<file path="src/rtl/video_pkg.sv">
// Shared encodings for the video filter pipeline address generators.
package video_pkg;
  localparam int ADR_AW = 10;

  typedef enum logic [1:0] {
    ADR_ZERO   = 2'd0,
    ADR_CLAMP  = 2'd1,
    ADR_WRAP   = 2'd2,
    ADR_MIRROR = 2'd3
  } adr_mode_e;

  typedef enum logic [1:0] {
    ST_IDLE = 2'd0,
    ST_RUN  = 2'd1,
    ST_LAST = 2'd2
  } seq_state_e;
endpackage

</file>
<file path="src/rtl/window_adr_seq_if.sv">
// Run control plus address-set handshake between column controller,
// tap-address sequencer and line-buffer read side.
interface window_adr_seq_if
  import video_pkg::*;
#(
  parameter int AW   = ADR_AW,
  parameter int TAPS = 11
);
  logic              start;
  logic [AW-1:0]     ref_in;
  logic [AW-1:0]     max;
  logic [AW-1:0]     len;
  logic [1:0]        mode;
  logic              ready;
  logic              adr_valid;
  logic [TAPS*AW-1:0] adr;
  logic [AW-1:0]     ref_out;
  logic              last;
  logic              busy;
  logic              done;

  modport master (
    output start, ref_in, max, len, mode, ready,
    input  adr_valid, adr, ref_out, last, busy, done
  );

  modport slave (
    input  start, ref_in, max, len, mode, ready,
    output adr_valid, adr, ref_out, last, busy, done
  );
endinterface

</file>
<file path="src/rtl/tap_edge_map.sv">
// One tap: reference + offset, folded back into 0..max by the edge policy.
module tap_edge_map
  import video_pkg::*;
#(
  parameter int AW = ADR_AW
) (
  input  logic [AW-1:0]        ref_col,
  input  logic signed [AW+1:0] offset,
  input  logic [AW-1:0]        max,
  input  logic [1:0]           mode,
  output logic [AW-1:0]        adr
);
  localparam logic signed [AW+1:0] ONE = (AW+2)'(1);

  logic signed [AW+1:0] s, mx, c;

  // Two guard bits keep ref+offset and every single correction exact.
  always_comb begin
    s   = $signed({2'b00, ref_col}) + offset;
    mx  = $signed({2'b00, max});
    c   = '0;
    adr = '0;
    if (!s[AW+1] && s <= mx) begin
      adr = s[AW-1:0];
    end else begin
      case (adr_mode_e'(mode))
        ADR_CLAMP:  c = s[AW+1] ? '0 : mx;
        ADR_WRAP:   c = s[AW+1] ? s + mx + ONE : s - mx - ONE;
        ADR_MIRROR: c = s[AW+1] ? -s : (mx <<< 1) - s;
        default:    c = '0;
      endcase
      // Only one correction is applied; anything still outside reads 0.
      if (!c[AW+1] && c <= mx) adr = c[AW-1:0];
    end
  end
endmodule

</file>
<file path="src/rtl/window_adr_seq.sv">
// Line-buffer tap-address sequencer: steps a reference column through a
// run and hands out one registered set of TAPS addresses per position.
module window_adr_seq
  import video_pkg::*;
#(
  parameter int AW     = ADR_AW,
  parameter int TAPS   = 11,
  parameter int CENTER = 0
) (
  input  logic             clk,
  input  logic             rst,
  window_adr_seq_if.slave  bus
);
  seq_state_e         state, state_n;
  logic [AW-1:0]      cnt, cnt_n, p_max, p_len, ref_r;
  logic [1:0]         p_mode;
  logic [TAPS*AW-1:0] adr_r, map_adr;
  logic               valid_r, valid_n, last_r, last_n, done_r, done_n;
  logic               load, accept, xfer;
  logic [AW-1:0]      map_ref, map_max;
  logic [1:0]         map_mode;

  assign accept = (state == ST_IDLE) && bus.start;
  assign xfer   = valid_r && bus.ready;

  // The first set comes straight from the start inputs; later sets use the
  // latched run parameters and the next column.
  assign map_ref  = (state == ST_IDLE) ? bus.ref_in : ref_r + 1'b1;
  assign map_max  = (state == ST_IDLE) ? bus.max    : p_max;
  assign map_mode = (state == ST_IDLE) ? bus.mode   : p_mode;

  for (genvar i = 0; i < TAPS; i++) begin : g_tap
    tap_edge_map #(.AW(AW)) u_map (
      .ref_col (map_ref),
      .offset  ((AW+2)'(i - ((CENTER != 0) ? (TAPS - 1) / 2 : 0))),
      .max     (map_max),
      .mode    (map_mode),
      .adr     (map_adr[i*AW +: AW])
    );
  end

  // Next state, load strobe and handshake flags.
  always_comb begin
    state_n = state;
    cnt_n   = cnt;
    valid_n = valid_r;
    last_n  = last_r;
    done_n  = 1'b0;
    load    = 1'b0;
    case (state)
      ST_IDLE: if (bus.start) begin
        load    = 1'b1;
        cnt_n   = '0;
        valid_n = 1'b1;
        last_n  = (bus.len == '0);
        state_n = (bus.len == '0) ? ST_LAST : ST_RUN;
      end
      ST_RUN: if (xfer) begin
        load  = 1'b1;
        cnt_n = cnt + 1'b1;
        if (cnt_n == p_len) begin
          last_n  = 1'b1;
          state_n = ST_LAST;
        end
      end
      ST_LAST: if (xfer) begin
        valid_n = 1'b0;
        last_n  = 1'b0;
        done_n  = 1'b1;
        state_n = ST_IDLE;
      end
      default: state_n = ST_IDLE;
    endcase
  end

  // State, run parameters and the registered output set.
  always_ff @(posedge clk or posedge rst) begin
    if (rst) begin
      state   <= ST_IDLE;
      cnt     <= '0;
      p_max   <= '0;
      p_len   <= '0;
      p_mode  <= '0;
      ref_r   <= '0;
      adr_r   <= '0;
      valid_r <= 1'b0;
      last_r  <= 1'b0;
      done_r  <= 1'b0;
    end else begin
      state   <= state_n;
      cnt     <= cnt_n;
      valid_r <= valid_n;
      last_r  <= last_n;
      done_r  <= done_n;
      if (accept) begin
        p_max  <= bus.max;
        p_len  <= bus.len;
        p_mode <= bus.mode;
      end
      if (load) begin
        ref_r <= map_ref;
        adr_r <= map_adr;
      end
    end
  end

  assign bus.adr_valid = valid_r;
  assign bus.adr       = adr_r;
  assign bus.ref_out   = ref_r;
  assign bus.last      = last_r;
  assign bus.busy      = (state != ST_IDLE);
  assign bus.done      = done_r;
endmodule

</file>
<file path="src/flat_wrapper.sv">
// flat-port wrapper written by rule: the top's interface ports become plain ports
module window_adr_seq_flat import video_pkg::*;
#(
  parameter int AW     = ADR_AW,
  parameter int TAPS   = 11,
  parameter int CENTER = 0
)
  (clk, rst, bus_start, bus_ref_in, bus_max, bus_len, bus_mode, bus_ready, bus_adr_valid, bus_adr, bus_ref_out, bus_last, bus_busy, bus_done);
  window_adr_seq_if #(.AW(AW), .TAPS(TAPS)) bus_i ();
  input  logic clk;
  input  logic rst;
  input wire logic [$bits(bus_i.start)-1:0] bus_start;
  input wire logic [$bits(bus_i.ref_in)-1:0] bus_ref_in;
  input wire logic [$bits(bus_i.max)-1:0] bus_max;
  input wire logic [$bits(bus_i.len)-1:0] bus_len;
  input wire logic [$bits(bus_i.mode)-1:0] bus_mode;
  input wire logic [$bits(bus_i.ready)-1:0] bus_ready;
  output wire logic [$bits(bus_i.adr_valid)-1:0] bus_adr_valid;
  output wire logic [$bits(bus_i.adr)-1:0] bus_adr;
  output wire logic [$bits(bus_i.ref_out)-1:0] bus_ref_out;
  output wire logic [$bits(bus_i.last)-1:0] bus_last;
  output wire logic [$bits(bus_i.busy)-1:0] bus_busy;
  output wire logic [$bits(bus_i.done)-1:0] bus_done;
  assign bus_i.start = bus_start;
  assign bus_i.ref_in = bus_ref_in;
  assign bus_i.max = bus_max;
  assign bus_i.len = bus_len;
  assign bus_i.mode = bus_mode;
  assign bus_i.ready = bus_ready;
  assign bus_adr_valid = bus_i.adr_valid;
  assign bus_adr = bus_i.adr;
  assign bus_ref_out = bus_i.ref_out;
  assign bus_last = bus_i.last;
  assign bus_busy = bus_i.busy;
  assign bus_done = bus_i.done;
  window_adr_seq #(.AW(AW), .TAPS(TAPS), .CENTER(CENTER)) u_core (.clk(clk), .rst(rst), .bus(bus_i));
endmodule
</file>
<file path="config.mk">
export PLATFORM = sky130hd
export DESIGN_NAME = window_adr_seq_flat
export DESIGN_NICKNAME = d
export VERILOG_FILES = /design/src/rtl/video_pkg.sv /design/src/rtl/window_adr_seq_if.sv /design/src/rtl/tap_edge_map.sv /design/src/rtl/window_adr_seq.sv /design/src/flat_wrapper.sv
export SDC_FILE = /design/constraint.sdc
export NUM_CORES = 1
export LEC_CHECK = 0
export ABC_AREA = 1
export BUFFER_PORTS_ARGS = -buffer_cell sky130_fd_sc_hd__buf_4
export CORE_MARGIN = 2
export CORE_UTILIZATION = 50
export CTS_BUF_LIST = sky130_fd_sc_hd__clkbuf_2
export CTS_CLUSTER_SIZE = 20
export DETAILED_ROUTE_END_ITERATION = 7
export PLACE_DENSITY = 0.68
export SETUP_SLACK_MARGIN = 0.02
export SLEW_MARGIN = 0
export SYNTH_ARGS = -nofsm -noshare
export SYNTH_HDL_FRONTEND = slang
export SYNTH_SLANG_ARGS = --single-unit
</file>
<file path="constraint.sdc">
create_clock -name clk -period 8.9 [get_ports clk]
set_input_delay 1.335 -clock clk [delete_from_list [all_inputs] [get_ports clk]]
set_output_delay 1.335 -clock clk [all_outputs]
set_load 0.02 [all_outputs]
</file>
==> key figures, run 1 <==
Yosys
  – FFs w/ async S/R, synth: 1.000
  – Synth top area cells: dfrtp_1 (17%), ha_1 (15%), nand2_1 (14%)
  – Syn avg cell area: 6.126 sq um
  – Synthesized cell area: 23240 sq um
  – Syn Inst Count: 3793
  – Distinct cells, synth: 61
  – Top cell type's share of synthesized area: 0.1691
  – Post-synth top area cell: dfrtp_1
  – Sequential share of the synthesized area: 0.1691
  – Flops & latches, synth: 157
  – Syn Nets: 4121
  – Synth Flop Type: dfrtp_1
  – Post-synth EDFFs: 0
  – Syn. warnings: 0

STA
  – Relative slew slack: 0.1265
  – Setup TNS: 0 ns
  – Final hold viol count: 0
  – Skew final: 0.05862 ns
  – Final Cycle Share: 0.8043
  – Final setup fails: 0
  – RSZ-0062 raised after global routing: no
  – Final period demand of the worst path: 7.158 ns
  – Slew @ Worst Pin: 1.310 ns
  – Fmax: 0.1397 GHz
  – Slew Viols, Final: 0

Clock network
  – CTS buffer count: 17
  – Clock Tree Root: clkbuf_2
  – H-tree Lvls: 4
  – CTS tree: done
  – CTS sink count: 157
  – # resized after CTS: 0
  – Hold Buf Count CTS: 0
  – Clock Tree Buf Depth: 2
  – Skew-Pair Late Insertion Delay: 1.11 ns
  – Reg clk slew, reported paths: 0.33 ns
  – Postcts setup bufs: 0

Route
  – DR vias/cell: 5.989
  – WL/cell: 21.05 um
  – DRC violations left: 0
  – Antenna Violating Nets Remaining: 0
  – Via count: 27160
  – Initial DRT Pass Iterations: 6
  – Starting DRT DRC Count: 2959
  – Post-Route WL: 95440 um

Setup path
  – Worst Setup End Kind: register
  – FF-to-FF setup slack: 1.74 ns
  – Arr. time, crit path: 8.17 ns
  – Slowest stage delay, CP: 0.66 ns
  – Critical path fanouts, max: 22
  – Worst path most repeated cell: nand2_1
  – Worst Path Required: 9.91 ns
  – Type of the worst setup path: register to register
  – Slowest cell on crit path: nand2_1
  – Type of origin of the critical path: register
  – Worst r2r path cells: 30

Global routing
  – Gr usage total: 0.3965
  – Congestion Overflow GR: 0
  – Vias in the first global route: 24790
  – First-pass GRT wire length: 145100 um
  – Initial antenna violation count: 3
  – Largest net degree at the start of global routing: 159

Die
  – I/O Pins: 160
  – Initial core utilization: 0.5088
  – Die Span X: 219.6 um
  – Area of the die: 48220 sq um
  – Rows: 78
  – Die height: 219.6 um
  – Core footprint: 45670 sq um

Job
  – Max Cap Violations: 0

Cells and area
  – Area of the multi-input gates: 16910 sq um
  – Nets: 4245
  – Layout cells sized above 1: 0.08448
  – Fillers: 4819
  – Layout area overhead: 9.348%
  – Sequential cell area: 3929 sq um

Place
  – I/O Buffers: 159
  – Final GP Congestion: 1.030
  – HPWL after DPL: 70060 um

Min path
  – Worst hold-check path type: input port to async pin

Run status
  – Outcome: finished clean
## worst max-delay path: cells and delay by family, from the launching register on
family	cells	cell delay, ns
buffers and inverters	4	1.06
adders and majority gates	3	1.06
DFF	1	0.46
and+or+nand+nor	17	2.99
AOI/OAI and AO/OA	6	1.45
## cell type report
type	instances	area share
flip-flops and latches	157	0.1546
multi-input cells	2991	0.6655
inverters	553	0.08189
repair buffers	197	0.05870
diodes	5	0.0004924
clock buffers	18	0.003545
clock inverters	14	0.005663
well taps	600	0.02954
## cell usage after synthesis, drive strengths merged, types with 5 or more instances
| cell | instances |
|---|---|
| nor2 | 367 |
| o2111ai | 7 |
| dfrtp | 157 |
| o221ai | 17 |
| inv | 549 |
| a21oi | 435 |
| buf | 30 |
| o21bai | 18 |
| a221oi | 9 |
| o21a | 5 |
| a22oi | 5 |
| xor2 | 54 |
| a21o | 8 |
| nand3b | 14 |
| o41ai | 9 |
| a31oi | 31 |
| fa | 8 |
| o211ai | 19 |
| clkbuf | 62 |
| a211oi | 16 |
| nand2 | 867 |
| ha | 284 |
| nand4 | 69 |
| a21boi | 5 |
| o22ai | 8 |
| xnor2 | 9 |
| nand3 | 290 |
| o21ai | 348 |
| or2 | 16 |
| nor3 | 49 |
## routing by layer
layer  vias to the layer above  routed length, um  track usage
met1                     12390              38790       0.5141
met5                         -                  0            0
li1                      13040                  -            -
met3                       330              10190      0.09110
met4                         0               5855       0.2257
met2                      1400              40610       0.6052
## worst paths after layout
check | startpoint | end
worst min register to register | u_core.bus.adr[24] | u_core.bus.adr[24]
min in group clk | bus_max[7] | u_core.p_max[7]
max in group asynchronous | rst | u_core.bus.adr[49]
worst min-delay path | rst | u_core.p_max[0]
worst max register to register | u_core.state[0] | u_core.bus.adr[15]
worst max-delay path | u_core.state[0] | u_core.bus.adr[15]
## layout by cell type (no fill, tap or decap), types with 19 or more instances in the layout
cell	instances
a21oi_1	434
a31oi_1	31
buf_4	196
dfrtp_1	157
ha_1	283
inv_1	532
nand2_1	848
nand3_1	283
nand4_1	69
nor2_1	344
nor3_1	48
o211ai_1	19
o21ai_0	317
xor2_1	53
## flip-flops by register name (all words and copies together) (netlist names)
register,count
u_core.bus.done,1
u_core.p_mode,2
u_core.bus.last,1
u_core.bus.ref_out,10
u_core.state,2
u_core.bus.adr,110
u_core.cnt,10
u_core.p_len,10
u_core.bus.adr_valid,1
u_core.p_max,10
## metrics by stage
step	hold slack, ns	cell area (sq um)	util	std cells	setup slack (ns)
3_3_place_gp	0.4761	25160	0.5509	4498	1.981
5_1_grt	0.1800	25400	0.5562	4533	1.366
6_report	0.2150	25410	0.5563	4535	1.742
3_5_place_dp	0.4776	25160	0.5509	4498	1.918
4_1_cts	0.09370	25400	0.5560	4530	2.025
2_1_floorplan	0.4478	23240	-	3793	2.694
## kinds of logic (layout without fill, tap and decap cells)
logic type	Yosys count	count (layout)	synth area share
and+or+nand+nor	1683	1683	0.3119
xor gates and xnor gates	63	63	0.02407
adders and majority gates	292	292	0.1598
buffers and inverters	645	782	0.1074
other	0	5	0
AOI/OAI and AO/OA	952	952	0.2274
DFF	157	157	0.1691
muxes	1	1	0.0004308
Power of run 1 is left out: the tool's default activity adds up to more than one toggle a clock period on the data nets, which glitch-free logic cannot reach.
==> inputs of run 2 (changes only) <==
--- a/config.mk
+++ b/config.mk
@@ -5,7 +5,7 @@
 export SDC_FILE = /design/constraint.sdc
 export NUM_CORES = 1
 export LEC_CHECK = 0
-export ABC_AREA = 1
+export ABC_AREA = 0
 export BUFFER_PORTS_ARGS = -buffer_cell sky130_fd_sc_hd__buf_4
 export CORE_MARGIN = 2
 export CORE_UTILIZATION = 50
==> constraint.sdc (replaced) <==
create_clock -name clk -period 6.9 [get_ports clk]
set_input_delay 1.035 -clock clk [delete_from_list [all_inputs] [get_ports clk]]
set_output_delay 1.035 -clock clk [all_outputs]
set_load 0.02 [all_outputs]
==> run 2 against run 1 <==
Effect of this change: register-to-register slack got worse by 1.5 ns; global-route usage rose by 2.5 points; maximum frequency rose by 8.3%; critical path type unchanged.
==> key figures, run 2 <==
Die
  – Initial core utilization: 0.5087 (about the same)
  – Die height: 213.6 um (-2.7%)
  – I/O Pins: 160 (unchanged)
  – Core footprint: 43170 sq um (-5.5%)
  – Area of the die: 45610 sq um (-5.4%)
  – Die Span X: 213.6 um (-2.7%)
  – Rows: 76 (-2.6%)

STA
  – Slew Viols, Final: 0 (unchanged)
  – Relative slew slack: 0.1710 (+0.04452)
  – Final setup fails: 0 (unchanged)
  – Final period demand of the worst path: 6.610 ns (-0.5484 ns)
  – Final Cycle Share: 0.9580 (+0.1537)
  – Slew @ Worst Pin: 1.242 ns (-0.06815 ns)
  – Hold WS: 0.08515 ns (-0.1298 ns)
  – Fmax: 0.1513 GHz (+8.3%)
  – Final hold viol count: 0 (unchanged)
  – Skew final: 0.1055 ns (+0.04689 ns)
  – RSZ-0062 raised after global routing: no
  – Setup TNS: 0 ns (unchanged)

Place
  – I/O Buffers: 159 (unchanged)
  – Final GP Congestion: 1.034 (+0.39%)
  – HPWL after DPL: 72410 um (+3.3%)

Setup path
  – FF-to-FF setup slack: 0.29 ns (-1.45 ns)
  – Worst r2r path cells: 24 (-20%)
  – Slowest stage delay, CP: 0.59 ns (-0.07 ns)
  – Worst Path Required: 7.97 ns (-1.94 ns)
  – FF-to-FF End: u_core.bus.adr[22]
  – Arr. time, crit path: 7.68 ns (-0.49 ns)
  – Critical path fanouts, max: 20 (-9.1%)
  – Crit path cell chain: inv_1 -> ha_4 -> buf_4 -> or3b_2 -> mux2i_1 -> nor2_1 -> inv_1 -> nand3_1 -> nor2_1 -> xnor2_1 -> ha_1 -> and3_1 -> a2111oi_0 -> buf_4 -> xor2_1 -> o221ai_1 -> ha_1 -> nand3_1 -> nor3_1 -> o211ai_1 -> nor4b_2 -> buf_4 -> a21oi_1 -> o21ai_1
  – Critical path destination: u_core.bus.adr[22]
  – Worst Setup End Kind: register
  – Slowest cell on crit path: inv_1
  – Reg-to-reg startpoint: u_core.state[0]
  – Start point of the critical path: u_core.state[0]
  – Type of origin of the critical path: register
  – Worst path most repeated cell: buf_4
  – Type of the worst setup path: register to register

Yosys
  – Synth Flop Type: dfrtp_1
  – Synth top area cells: dfrtp_1 (18%), ha_1 (16%), xnor2_1 (7.0%)
  – Post-synth top area cell: dfrtp_1
  – Flops & latches, synth: 157 (unchanged)
  – Syn Nets: 3197 (-22%)
  – Top-count cell post-synth: nor2_1
  – Top cells by instance count after synthesis: nor2_1 (307), ha_1 (284), a21oi_1 (262)
  – Post-synth EDFFs: 0 (unchanged)
  – Syn. warnings: 0 (unchanged)
  – Syn avg cell area: 7.654 sq um (+25%)
  – FFs w/ async S/R, synth: 1.000 (unchanged)
  – Synthesized cell area: 21960 sq um (-5.5%)
  – Distinct cells, synth: 99 (+62%)
  – Sequential share of the synthesized area: 0.1789 (+0.009835)
  – Syn Inst Count: 2869 (-24%)
  – Top cell type's share of synthesized area: 0.1789 (+0.009835)

Route
  – DR vias/cell: 6.659 (+11%)
  – Post-Route WL: 96510 um (+1.1%)
  – Via count: 24480 (-9.9%)
  – Starting DRT DRC Count: 2711 (-8.4%)
  – Top sig layer: met4
  – DRC violations left: 0 (unchanged)
  – Wire length on met1: 38440 um (-0.90%)
  – WL/cell: 26.25 um (+25%)
  – Antenna Violating Nets Remaining: 0 (unchanged)
  – Met3 WL post-DR: 10660 um (+4.7%)
  – Initial DRT Pass Iterations: 7 (+1)
  – Met2 WL: 41100 um (+1.2%)

Clock network
  – CTS tree: done
  – H-tree Lvls: 4 (unchanged)
  – CTS buffer count: 17 (unchanged)
  – CTS sink count: 157 (unchanged)
  – Skew-Pair Late Insertion Delay: 1.19 ns (+0.08 ns)
  – Clock Tree Buf Depth: 2 (unchanged)
  – Postcts setup bufs: 0 (unchanged)
  – Reg clk slew, reported paths: 0.38 ns (+0.05 ns)
  – Clock Tree Root: clkbuf_2

Min path
  – Worst hold-check path type: input port to register

Global routing
  – First-pass GRT wire length: 142300 um (-1.9%)
  – Initial antenna violation count: 3 (unchanged)
  – Vias in the first global route: 23210 (-6.4%)
  – Congestion Overflow GR: 0 (unchanged)
  – Gr usage total: 0.4216 (+0.02510)
  – Largest net degree at the start of global routing: 91 (-43%)

Cells and area
  – Most frequent cells in the layout: nor2_1 (306), buf_4 (289), ha_1 (283), a21oi_1 (261), o21ai_0 (226)
  – Commonest non-fill, non-tap cell in the layout: nor2_1
  – Max reg flops: 110 (unchanged)
  – Layout area overhead: 13.35%
  – Layout cells sized above 1: 0.1387 (+0.05426)
  – Fillers: 4128 (-14%)
  – Nets: 3400 (-20%)

Run status
  – Outcome: finished clean

Job
  – Max Cap Violations: 0 (unchanged)
-- run 2: changes by cell type in the layout (fill, tap and decap cells not counted), moves of 39 or more --
| cell | previous run | this run |
|---|---|---|
| a21o_1 | 8 | 115 |
| a21oi_1 | 434 | 261 |
| buf_4 | 196 | 289 |
| inv_1 | 532 | 172 |
| nand2_1 | 848 | 187 |
| nand3_1 | 283 | 71 |
| nor2b_1 | 0 | 39 |
| o21ai_0 | 317 | 226 |
| xnor2_1 | 9 | 175 |
-- run 2: kinds of logic (layout without fill, tap and decap cells) --
kind of cell             count (synthesis)  in the layout  share of synthesized area
buffers and inverters                  290            506                    0.05179
XOR/XNOR                               248            248                    0.09891
other                                    0              6                          0
AND/OR/NAND/NOR                        842            842                     0.1794
AO/OA/AOI/OAI                          982            982                     0.2926
adder cells (fa/ha/maj)                299            299                     0.1723
flip-flops                             157            157                     0.1789
multiplexers                            51             51                    0.02604
-- run 2: critical path, delay by kind of cell, from the launching register on --
kind / cells / cell delay, ns
compound gates: 5 / 1.00
xor+xnor: 2 / 0.38
fa+ha+maj: 3 / 1.04
buf+inv: 5 / 1.34
flops: 1 / 0.45
mux: 1 / 0.13
simple gates: 8 / 2.18
-- run 2: how the worst min path moves through the flow --
stage | slack [ns] | cells past startpoint | to | start
detailed placement | 0.49 | 2 | u_core.bus.adr[59] | u_core.bus.adr[59]
global placement | 0.47 | 2 | u_core.bus.adr[59] | u_core.bus.adr[59]
finish | 0.09 | 4 | u_core.bus.adr_valid | bus_ready
floorplan | 0.47 | 1 | u_core.cnt[9] | u_core.cnt[9]
global route | 0.08 | 2 | u_core.p_len[8] | bus_len[8]
CTS | 0.007 | 2 | u_core.p_max[6] | bus_max[6]
-- run 2: what timing repair did --
action / CTS / global route
endpoints found under the setup margin: 0 / 48
hold endpoints to repair: 47 / 0
resized for setup: 0 / 6
hold buffers: 3 / 0
-- run 2: metrics by stage --
stage               worst slack [ns]  cell area [sq um]    util  instances
floorplan                    0.05528              21980       -       2869
global placement              0.4253              24550  0.5686       3635
detailed placement            0.3152              24550  0.5686       3635
CTS                           0.2248              24830  0.5752       3670
global route                 0.02691              24890  0.5765       3674
finish                        0.2900              24890  0.5766       3676
-- run 2: cell type report --
class	count	area, sq um	area share
repair buffers	293	2220	0.08917
diodes	6	15.01	0.0006032
clock buffers	17	85.08	0.003418
clock inverters	15	170.2	0.006836
inverters	181	684.4	0.02750
multi-input cells	2422	17060	0.6852
well taps	585	732.0	0.02941
flip-flops and latches	157	3929	0.1578
-- run 2: routing by layer --
metal,global-route usage,vias to the layer above
met3,0.09007,388
met1,0.5506,11600
met2,0.6398,1599
met5,0,-
met4,0.2519,0
li1,-,10890
Power of run 2 is left out for the same reason.
